File: src/rtl/video_tpg_multi.sv
// rtl/video_tpg_multi.sv - multi-channel video timing raster and test-pattern source
module video_tpg_multi #(
    parameter int H_ACTIVE = 1280,
    parameter int H_FP     = 110,
    parameter int H_SYNC   = 40,
    parameter int H_BP     = 220,
    parameter int V_ACTIVE = 720,
    parameter int V_FP     = 5,
    parameter int V_SYNC   = 5,
    parameter int V_BP     = 20,
    parameter int CH_NUM   = 2,
    parameter int COMP_W   = 8,
    parameter bit SYNC_POL = 1'b1,
    localparam int H_TOTAL = H_ACTIVE + H_FP + H_SYNC + H_BP,
    localparam int V_TOTAL = V_ACTIVE + V_FP + V_SYNC + V_BP,
    localparam int HW      = $clog2(H_TOTAL),
    localparam int VW      = $clog2(V_TOTAL),
    localparam int PW      = 3 * COMP_W,
    localparam int DW      = CH_NUM * PW
) (
    input  logic          clk,
    input  logic          rst_n,
    input  logic          en,
    input  logic [1:0]    mode,
    output logic          vsync,
    output logic          hsync,
    output logic          de,
    output logic [DW-1:0] data,
    output logic [HW-1:0] x_pos,
    output logic [VW-1:0] y_pos,
    output logic [15:0]   frame_cnt,
    output logic          sof
);

    localparam int BW = H_ACTIVE / 8;

    logic [HW-1:0] h_cnt_q, h_cnt_d;
    logic [VW-1:0] v_cnt_q, v_cnt_d;
    logic [1:0]    mode_q, mode_d;
    logic [15:0]   frame_cnt_q, frame_cnt_d;
    logic          vsync_q, vsync_d;
    logic          hsync_q, hsync_d;
    logic          de_q, de_d;
    logic          sof_q, sof_d;
    logic [DW-1:0] data_q, data_d;
    logic [HW-1:0] x_pos_q, x_pos_d;
    logic [VW-1:0] y_pos_q, y_pos_d;

    logic [31:0]       h32, v32, c32;
    logic              h_last, v_last, first_px, active;
    logic [1:0]        pix_mode;
    logic [DW-1:0]     pix;
    logic [2:0]        bar;
    logic              chk;
    logic [COMP_W-1:0] ramp_c, fid_c;

    assign h32      = 32'(h_cnt_q);
    assign v32      = 32'(v_cnt_q);
    assign h_last   = (h32 == 32'(H_TOTAL - 1));
    assign v_last   = (v32 == 32'(V_TOTAL - 1));
    assign first_px = (h_cnt_q == '0) && (v_cnt_q == '0);
    assign active   = (h32 < 32'(H_ACTIVE)) && (v32 < 32'(V_ACTIVE));
    // The pixel that opens a frame already uses the mode being latched on its edge.
    assign pix_mode = first_px ? mode : mode_q;

    // Raster advance and timing outputs; en low parks the raster at (0,0) with idle outputs.
    always_comb begin
        h_cnt_d     = '0;
        v_cnt_d     = '0;
        mode_d      = mode_q;
        frame_cnt_d = frame_cnt_q;
        vsync_d     = ~SYNC_POL;
        hsync_d     = ~SYNC_POL;
        de_d        = 1'b0;
        sof_d       = 1'b0;
        data_d      = '0;
        x_pos_d     = '0;
        y_pos_d     = '0;
        if (en) begin
            h_cnt_d = h_last ? '0 : h_cnt_q + HW'(1);
            if (h_last) begin
                v_cnt_d = v_last ? '0 : v_cnt_q + VW'(1);
            end else begin
                v_cnt_d = v_cnt_q;
            end
            if (h_last && v_last) begin
                frame_cnt_d = frame_cnt_q + 16'd1;
            end
            if (first_px) begin
                mode_d = mode;
            end
            hsync_d = ((h32 >= 32'(H_ACTIVE + H_FP)) && (h32 < 32'(H_ACTIVE + H_FP + H_SYNC)))
                      ? SYNC_POL : ~SYNC_POL;
            vsync_d = ((v32 >= 32'(V_ACTIVE + V_FP)) && (v32 < 32'(V_ACTIVE + V_FP + V_SYNC)))
                      ? SYNC_POL : ~SYNC_POL;
            de_d    = active;
            sof_d   = first_px;
            data_d  = active ? pix : '0;
            x_pos_d = h_cnt_q;
            y_pos_d = v_cnt_q;
        end
    end

    // Per-channel pattern generation; the channel index shifts each pattern.
    always_comb begin
        pix    = '0;
        c32    = '0;
        bar    = '0;
        chk    = 1'b0;
        ramp_c = '0;
        fid_c  = '0;
        for (int c = 0; c < CH_NUM; c++) begin
            c32    = 32'(c);
            bar    = 3'(h32 / 32'(BW) + c32);
            chk    = h32[5] ^ v32[5] ^ c32[0];
            ramp_c = COMP_W'(h32 + 32'd32 * c32);
            fid_c  = COMP_W'(32'(frame_cnt_q) + c32);
            case (pix_mode)
                // Bar order white..black maps to RGB = ~{idx[1], idx[2], idx[0]}.
                2'd0:    pix[c*PW +: PW] = {{COMP_W{~bar[1]}}, {COMP_W{~bar[2]}}, {COMP_W{~bar[0]}}};
                2'd1:    pix[c*PW +: PW] = {3{ramp_c}};
                2'd2:    pix[c*PW +: PW] = {PW{~chk}};
                default: pix[c*PW +: PW] = {3{fid_c}};
            endcase
        end
    end

    // State and registered outputs, cleared asynchronously by rst_n.
    always_ff @(posedge clk or negedge rst_n) begin
        if (!rst_n) begin
            h_cnt_q     <= '0;
            v_cnt_q     <= '0;
            mode_q      <= '0;
            frame_cnt_q <= '0;
            vsync_q     <= ~SYNC_POL;
            hsync_q     <= ~SYNC_POL;
            de_q        <= 1'b0;
            sof_q       <= 1'b0;
            data_q      <= '0;
            x_pos_q     <= '0;
            y_pos_q     <= '0;
        end else begin
            h_cnt_q     <= h_cnt_d;
            v_cnt_q     <= v_cnt_d;
            mode_q      <= mode_d;
            frame_cnt_q <= frame_cnt_d;
            vsync_q     <= vsync_d;
            hsync_q     <= hsync_d;
            de_q        <= de_d;
            sof_q       <= sof_d;
            data_q      <= data_d;
            x_pos_q     <= x_pos_d;
            y_pos_q     <= y_pos_d;
        end
    end

    assign vsync     = vsync_q;
    assign hsync     = hsync_q;
    assign de        = de_q;
    assign sof       = sof_q;
    assign data      = data_q;
    assign x_pos     = x_pos_q;
    assign y_pos     = y_pos_q;
    assign frame_cnt = frame_cnt_q;

endmodule

File: config.mk
export PLATFORM = sky130hd
export DESIGN_NAME = video_tpg_multi
export DESIGN_NICKNAME = d
export VERILOG_FILES = /design/src/rtl/video_tpg_multi.sv
export SDC_FILE = /design/constraint.sdc
export NUM_CORES = 1
export LEC_CHECK = 0
export BUFFER_PORTS_ARGS = -buffer_cell sky130_fd_sc_hd__buf_4
export CORE_MARGIN = 3
export CORE_UTILIZATION = 50
export CTS_CLUSTER_DIAMETER = 100
export DETAILED_ROUTE_END_ITERATION = 8
export PLACE_DENSITY = 0.78
export SKIP_CTS_REPAIR_TIMING = 1
export SYNTH_ARGS = -nofsm -noshare
export SYNTH_HDL_FRONTEND = slang
export SYNTH_SLANG_ARGS = --single-unit
File: constraint.sdc
create_clock -name clk -period 10.5 [get_ports clk]
set_input_delay 2.625 -clock clk [delete_from_list [all_inputs] [get_ports clk]]
set_output_delay 2.625 -clock clk [all_outputs]
set_load 0.1 [all_outputs]
==> results of run 1 <==
==> logic make-up after synthesis <==
logic type      share of synthesized area (%)
flops                                   50.22
fa+ha+maj                               2.915
simple gates                            20.02
buf+inv                                 3.408
compound gates                          15.81
mux                                     2.287
xor+xnor                                5.336
==> sequential cells by signal, summed over array words and instances, names as in the netlist <==
| name | flops |
|---|---|
| vsync | 1 |
| h_cnt_q | 11 |
| de | 1 |
| sof | 1 |
| v_cnt_q | 10 |
| frame_cnt | 16 |
| mode_q | 2 |
| y_pos | 10 |
| x_pos | 11 |
| hsync | 1 |
| data | 48 |
==> placed cells by master (no fill, tap or decap), drive strengths merged, types with 3 or more instances in the layout <==
master	instances
a211oi	7
a21oi	53
a31oi	9
and2	22
and3	14
buf	95
clkbuf	11
clkinvlp	3
dfrtp	112
ha	13
inv	12
mux2	6
mux2i	6
nand2	31
nand2b	8
nand3	18
nand3b	6
nand4	8
nor2	52
nor2b	3
nor3	19
nor4	3
o211ai	4
o21ai	40
o221ai	3
o31ai	3
or2	12
xnor2	18
xor2	16
==> path summary, 6_finish.rpt <==
path                                from            end  slack [ns]  depth (start not counted)
max                           h_cnt_q[5]       data[41]        5.94                         14
min                        frame_cnt[15]  frame_cnt[15]        0.51                          1
max reg2reg                   h_cnt_q[5]       data[41]        5.94                         14
min reg2reg                frame_cnt[15]  frame_cnt[15]        0.51                          1
max in group asynchronous          rst_n       data[44]        7.02                          2
min in group asynchronous          rst_n  frame_cnt[10]        2.15                          1
==> worst max-delay path: stages, from the launching register on <==
cell,delay (ns)
dfrtp_1,0.63
inv_1,0.19
ha_1,0.32
or4b_4,0.60
o2111ai_2,0.26
and2_1,0.33
a31oi_4,0.13
o32ai_4,0.29
o221ai_2,0.17
nor2_2,0.35
nand3_1,0.13
ha_1,0.29
o21a_1,0.20
nor2b_1,0.39
a21oi_1,0.14
==> cell type report <==
| type | count | area share [%] |
|---|---|---|
| flip-flops and latches | 112 | 43.05 |
| multi-input cells | 402 | 39.75 |
| repair buffers | 95 | 10.96 |
| well taps | 136 | 2.614 |
| clock buffers | 11 | 2.326 |
| inverters | 12 | 0.6919 |
| clock inverters | 5 | 0.6150 |
==> per-stage QoR <==
step,area (um^2),hold slack [ns]
4_1_cts,6510,0.4982
2_1_floorplan,5580,0.5096
6_report,6510,0.5084
3_5_place_dp,6319,0.4764
3_3_place_gp,6319,0.4750
5_1_grt,6510,0.5157
==> layer usage <==
layer,share of wire (%),up-vias,global-route usage (%)
li1,-,2114,-
met1,42,2229,30.26
met2,47,209,34.89
met3,7.7,29,4.674
met4,3.0,0,9.651
met5,0,-,0
==> power groups by stage <==
stage	Sequential (mW)	Clock (mW)	Combinational (mW)
6_report	0.487	0.245	0.443
5_1_grt	0.492	0.272	0.459
4_1_cts	0.487	0.252	0.442
3_5_place_dp	0.496	0	0.441
3_3_place_gp	0.495	0	0.437
2_1_floorplan	0.748	0	0.0859
==> reports/results.tsv, run 1 <==
stage	metric	value	unit
routing	total vias in the final route	4581	
routing	antenna-violating nets left	0	
synthesis	Synthesized Nets	576	
cts	clock sink total	112	
critical_path	CP arrival	4.81	ns
finish	nets	650	
sta	Max-Slew Margin vs Limit	34.46	%
sta	setup violators final	0	
synthesis	Post-synth top flop	dfrtp_1	
sta	worst slew pin tran	0.9831	ns
synthesis	post-synthesis sequential area ratio	50.22	%
sta	RSZ-0062 raised after global routing	no	
floorplan	initial core utilization	52.64	%
global_routing	gr usage total	22.33	%
power	Sw Share	44.58	%
routing	Initial DRC Count	324	
global_routing	initial antenna violation count	0	
power	leakage power	3.071	nW
finish	# fillers	862	
power	Int Power	651.2	uW
sta	max-slew violations	0	
critical_path	Worst setup EP type	flip-flop	
global_routing	largest net degree at the start of global routing	82	
synthesis	top-count cell post-synth	dfrtp_1	
place	dpl ws	5.645	ns
job	max_cap viols	0	
critical_path	Data required, critical path	10.75	ns
floorplan	Die Width	111.6	um
synthesis	yosys warns	0	
synthesis	Syn Inst Count	558	
synthesis	number of synthesized register bits	112	
routing	vias per cell	5.926	
sta	setup TNS	0	ns
sta	final hold viol count	0	
global_routing	first-pass GRT wire length	22.49	mm
sta	crit share post-route	43.45	%
finish	fin cells	773	
sta	final worst-path setup slack	5.938	ns
synthesis	Yosys top cell area share	50.22	%
floorplan	# rows	37	
cts	CTS max path bufs	2	
finish	P&R area growth vs syn	16.66	%
synthesis	synth unique cells	64	
floorplan	die height	111.6	um
global_routing	vias in the first global route	4441	
synthesis	top cells by count, synth	112 x dfrtp_1, 53 x a21oi_1, 51 x nor2_1, 33 x o21ai_0, 31 x nand2_1	
worst_hold_path	Hold/Removal Path Class	reg2reg	
cts	Clock Latency Late Sink	0.40	ns
routing	Pre-antenna DRT Iters	5	
power	Peak supply drop	0.1077	mV
synthesis	post-synth top area cell	dfrtp_1	
finish	ant diodes	0	
routing	WL per Instance	17.80	um
finish	Util after Layout	61.41	%
sta	clk_skew	0.01459	ns
power	Clock Power Share	20.9	%
synthesis	EDFF count, synth	0	
cts	CTS tree	done	
cts	TritonCTS buffer count	9	
place	global placer's final weighted congestion	0.8949	
cts	Clock Pin Slew Worst Setup and Hold Paths	0.10	ns
critical_path	worst-path maximum fanout	10	
finish	ratio of cells with drive above 1 in the final layout	22.61	%
cts	CTS Root Cell	clkbuf_8	
floorplan	# IOs	94	
power	Net Switching	523.8	uW
place	I/O Buffers	93	
routing	DRT Wirelength	13.76	mm
routing	DRC	0	
sta	Final min period	4.563	ns
synthesis	mapped cell area	0.005580	mm^2
power	Cell Pwr Density	180.5	mW/mm^2
power	sequential power share	41.5	%
critical_path	Worst setup SP type	flip-flop	
synthesis	top post-synthesis cells by area	dfrtp_1 50%, a21oi_1 4.8%, nor2_1 3.4%, o21ai_0 3.0%, ha_1 2.9%	
sta	Max Freq	219.2	MHz
floorplan	die area	0.01246	mm^2
place	DP Wirelength	9.908	mm
critical_path	Crit Path Class	reg2reg	
place	Post-Place Cells	757	
floorplan	Core ar.	0.01060	mm^2
power	Pwr Total	1.175	mW
global_routing	grt ovf	0	
power	combinational share of power	37.7	%
synthesis	synthesized area per cell	10.00	um^2
cts	H-tree levels	3	
synthesis	FFs w/ async S/R, synth	100.0	%
finish	FF/Latch Area	0.002803	mm^2
run_status	status	finished clean	
finish	Multi-input gate area	0.002587	mm^2
Note: power is estimated with default switching activity, not from simulation.
==> run 2, diff against run 1 <==
--- a/config.mk
+++ b/config.mk
@@ -5,12 +5,13 @@
 export SDC_FILE = /design/constraint.sdc
 export NUM_CORES = 1
 export LEC_CHECK = 0
+export ABC_AREA = 1
 export BUFFER_PORTS_ARGS = -buffer_cell sky130_fd_sc_hd__buf_4
 export CORE_MARGIN = 3
 export CORE_UTILIZATION = 50
 export CTS_CLUSTER_DIAMETER = 100
 export DETAILED_ROUTE_END_ITERATION = 8
-export PLACE_DENSITY = 0.78
+export PLACE_DENSITY = 0.81
 export SKIP_CTS_REPAIR_TIMING = 1
 export SYNTH_ARGS = -nofsm -noshare
 export SYNTH_HDL_FRONTEND = slang
==> constraint.sdc (replaced) <==
create_clock -name clk -period 4 [get_ports clk]
set_input_delay 1 -clock clk [delete_from_list [all_inputs] [get_ports clk]]
set_output_delay 1 -clock clk [all_outputs]
set_load 0.1 [all_outputs]
==> run 2 against run 1 <==
Routed wire length fell by 3.4%. Sequential power rose to 2.6 times the previous value. Maximum frequency up 25%. Utilization up 0.74 points. First-iteration DRC count increased by 12%. Largest cell class unchanged.
==> reports/results.tsv, run 2 <==
stage	metric	value	unit	change
place	I/O Buffers	93		unchanged
critical_path	CP arrival	3.91	ns	was 4.81 ns
critical_path	FF-to-FF path depth	23		was 14
synthesis	Post-synth top flop	dfrtp_1		unchanged
sta	Max-Slew Margin vs Limit	41.21	%	was 34.46%
finish	# fillers	868		was 862
sta	Max Freq	274.5	MHz	was 219.2 MHz
finish	most common cell after layout, fill and taps aside	nand2_1		was dfrtp_1
global_routing	initial antenna violation count	0		unchanged
critical_path	Worst setup SP type	flip-flop		unchanged
routing	antenna-violating nets left	0		unchanged
sta	clk_skew	0.01243	ns	was 0.01459 ns
sta	crit share post-route	91.06	%	was 43.45%
finish	ratio of cells with drive above 1 in the final layout	23.37	%	was 22.61%
floorplan	# IOs	94		unchanged
synthesis	Synthesized Nets	640		was 576
synthesis	mapped cell area	0.005418	mm^2	was 0.005580 mm^2
power	Peak supply drop	0.4514	mV	was 0.1077 mV
synthesis	yosys warns	0		unchanged
sta	Final min period	3.642	ns	was 4.563 ns
place	global placer's final weighted congestion	0.9346		was 0.8949
sta	setup TNS	0	ns	unchanged
synthesis	top-count cell post-synth	nand2_1		was dfrtp_1
routing	DRC	0		unchanged
synthesis	Yosys top cell area share	51.73	%	was 50.22%
power	leakage power	3.564	nW	was 3.071 nW
critical_path	worst-path maximum fanout	8		was 10
global_routing	gr usage total	22.63	%	was 22.33%
cts	clock sink total	112		unchanged
critical_path	Data required, critical path	4.26	ns	was 10.75 ns
finish	nets	736		was 650
critical_path	r2r setup slk	0.36	ns	was 5.94 ns
power	Cell Pwr Density	504.1	mW/mm^2	was 180.5 mW/mm^2
floorplan	Die Width	110.1	um	was 111.6 um
sta	worst slew pin tran	0.8819	ns	was 0.9831 ns
routing	WL per Instance	15.47	um	was 17.80 um
power	Pwr Total	3.263	mW	was 1.175 mW
routing	DRT Wirelength	13.29	mm	was 13.76 mm
cts	CTS tree	done		unchanged
sta	max-slew violations	0		unchanged
cts	H-tree levels	3		unchanged
synthesis	synthesized area per cell	8.710	um^2	was 10.00 um^2
critical_path	Crit Path Class	reg2reg		unchanged
global_routing	vias in the first global route	4502		was 4,441
synthesis	top cells by count, synth	119 x nand2_1, 112 x dfrtp_1, 84 x inv_1, 62 x nor2_1, 47 x a21oi_1		was 112 x dfrtp_1, 53 x a21oi_1, 51 x nor2_1, 33 x o21ai_0, 31 x nand2_1
finish	ant diodes	0		unchanged
synthesis	post-synthesis sequential area ratio	51.73	%	was 50.22%
synthesis	top post-synthesis cells by area	dfrtp_1 52%, nand2_1 8.2%, inv_1 5.8%, a21oi_1 4.3%, nor2_1 4.3%		was dfrtp_1 50%, a21oi_1 4.8%, nor2_1 3.4%, o21ai_0 3.0%, ha_1 2.9%
sta	final hold viol count	0		unchanged
sta	RSZ-0062 raised after global routing	no		unchanged
cts	CTS Root Cell	clkbuf_8		unchanged
finish	P&R area growth vs syn	19.49	%	was 16.66%
cts	Clock Pin Slew Worst Setup and Hold Paths	0.11	ns	was 0.10 ns
floorplan	initial core utilization	52.01	%	was 52.64%
synthesis	number of synthesized register bits	112		unchanged
synthesis	post-synth top area cell	dfrtp_1		unchanged
sta	setup violators final	0		unchanged
global_routing	largest net degree at the start of global routing	73		was 82
synthesis	Syn Inst Count	622		was 558
routing	total vias in the final route	4639		was 4,581
place	DP Wirelength	9.986	mm	was 9.908 mm
critical_path	Worst setup EP type	flip-flop		unchanged
finish	Largest register FFs	48		unchanged
cts	CTS max path bufs	2		unchanged
routing	Initial DRC Count	364		was 324
routing	Pre-antenna DRT Iters	5		unchanged
synthesis	FFs w/ async S/R, synth	100.0	%	unchanged
finish	most frequent cells in the layout	119 x nand2_1, 111 x dfrtp_1, 96 x buf_4, 84 x inv_1, 62 x nor2_1		was 112 x dfrtp_1, 95 x buf_4, 53 x a21oi_1, 51 x nor2_1, 33 x o21ai_0
job	max_cap viols	0		unchanged
routing	vias per cell	5.400		was 5.926
floorplan	Core ar.	0.01042	mm^2	was 0.01060 mm^2
synthesis	synth unique cells	45		was 64
run_status	status	finished clean		unchanged
synthesis	EDFF count, synth	0		unchanged
cts	Clock Latency Late Sink	0.39	ns	was 0.40 ns
worst_hold_path	Hold Path Cell Cnt	1		unchanged
worst_hold_path	Hold/Removal Path Class	reg2reg		unchanged
global_routing	first-pass GRT wire length	21.61	mm	was 22.49 mm
floorplan	die area	0.01212	mm^2	was 0.01246 mm^2
floorplan	die height	110.1	um	was 111.6 um
floorplan	# rows	37		unchanged
global_routing	grt ovf	0		unchanged
cts	TritonCTS buffer count	9		unchanged
run 2: final timing paths:
kind | endpoint | start
max | data[39] | h_cnt_q[6]
min | frame_cnt[15] | frame_cnt[15]
max reg2reg | data[39] | h_cnt_q[6]
min reg2reg | frame_cnt[15] | frame_cnt[15]
max in group asynchronous | frame_cnt[6] | rst_n
min in group asynchronous | data[13] | rst_n
run 2: area by class of cell:
class                   instances  area, um^2  area share [%]
clock buffers                   9       123.9           1.913
clock inverters                 7       75.07           1.160
repair buffers                 96       720.7           11.13
well taps                     136       170.2           2.629
inverters                      93       354.1           5.470
flip-flops and latches        112        2804           43.31
multi-input cells             406        2226           34.38
run 2: critical path: stages (launching register included):
cell and delay (ns):
dfrtp_1 0.47, inv_2 0.14, ha_1 0.21, inv_1 0.05
nor2_1 0.08, nand2_1 0.12, nand2_2 0.12, nand2_2 0.07
nor2_4 0.15, nor2_1 0.09, nor2_2 0.21, nand3_2 0.13
nand2_1 0.13, nand3_2 0.10, nand2_2 0.14, nand3_1 0.10
nand2_1 0.07, nand2_1 0.07, nor2_2 0.19, nand3_2 0.12
ha_1 0.20, or2_2 0.30, nand3_2 0.16, a21oi_1 0.09
run 2: kinds of logic (layout without fill, tap and decap cells):
logic type | after synthesis | in the layout | synth area share, %
AND/OR/NAND/NOR | 265 | 265 | 23.07
flip-flops | 112 | 112 | 51.73
AO/OA/AOI/OAI | 111 | 111 | 11.96
buffers and inverters | 104 | 205 | 7.483
XOR/XNOR | 17 | 17 | 2.748
adder cells (fa/ha/maj) | 13 | 13 | 3.002
run 2: per-stage QoR:
stage | setup WS, ns | hold WS [ns] | util, % | std cells | instance area, um^2
after global placement | 0.4186 | 0.4734 | 60.07 | 843 | 6257
final | 0.3576 | 0.4809 | 62.15 | 859 | 6474
after floorplan | 0.6977 | 0.4534 | - | 622 | 5418
after detailed placement | 0.1824 | 0.4574 | 60.07 | 843 | 6257
after global routing | 0.008104 | 0.4916 | 62.15 | 859 | 6474
after CTS | 0.1282 | 0.4840 | 61.98 | 859 | 6456
run 2: power breakdown:
| part | internal, mW | switching [mW] | leakage (nW) |
|---|---|---|---|
| registers | 1.24 | 0.0410 | 1.47 |
| logic | 0.228 | 1.09 | 1.99 |
| clock network | 0.246 | 0.420 | 0.102 |
| total | 1.72 | 1.55 | 3.56 |
run 2: metal layers:
layer	global-route usage, %	part of all wire [%]
met5	0	0
met3	4.718	8.0
met4	7.916	2.0
met1	30.37	41
met2	36.61	49
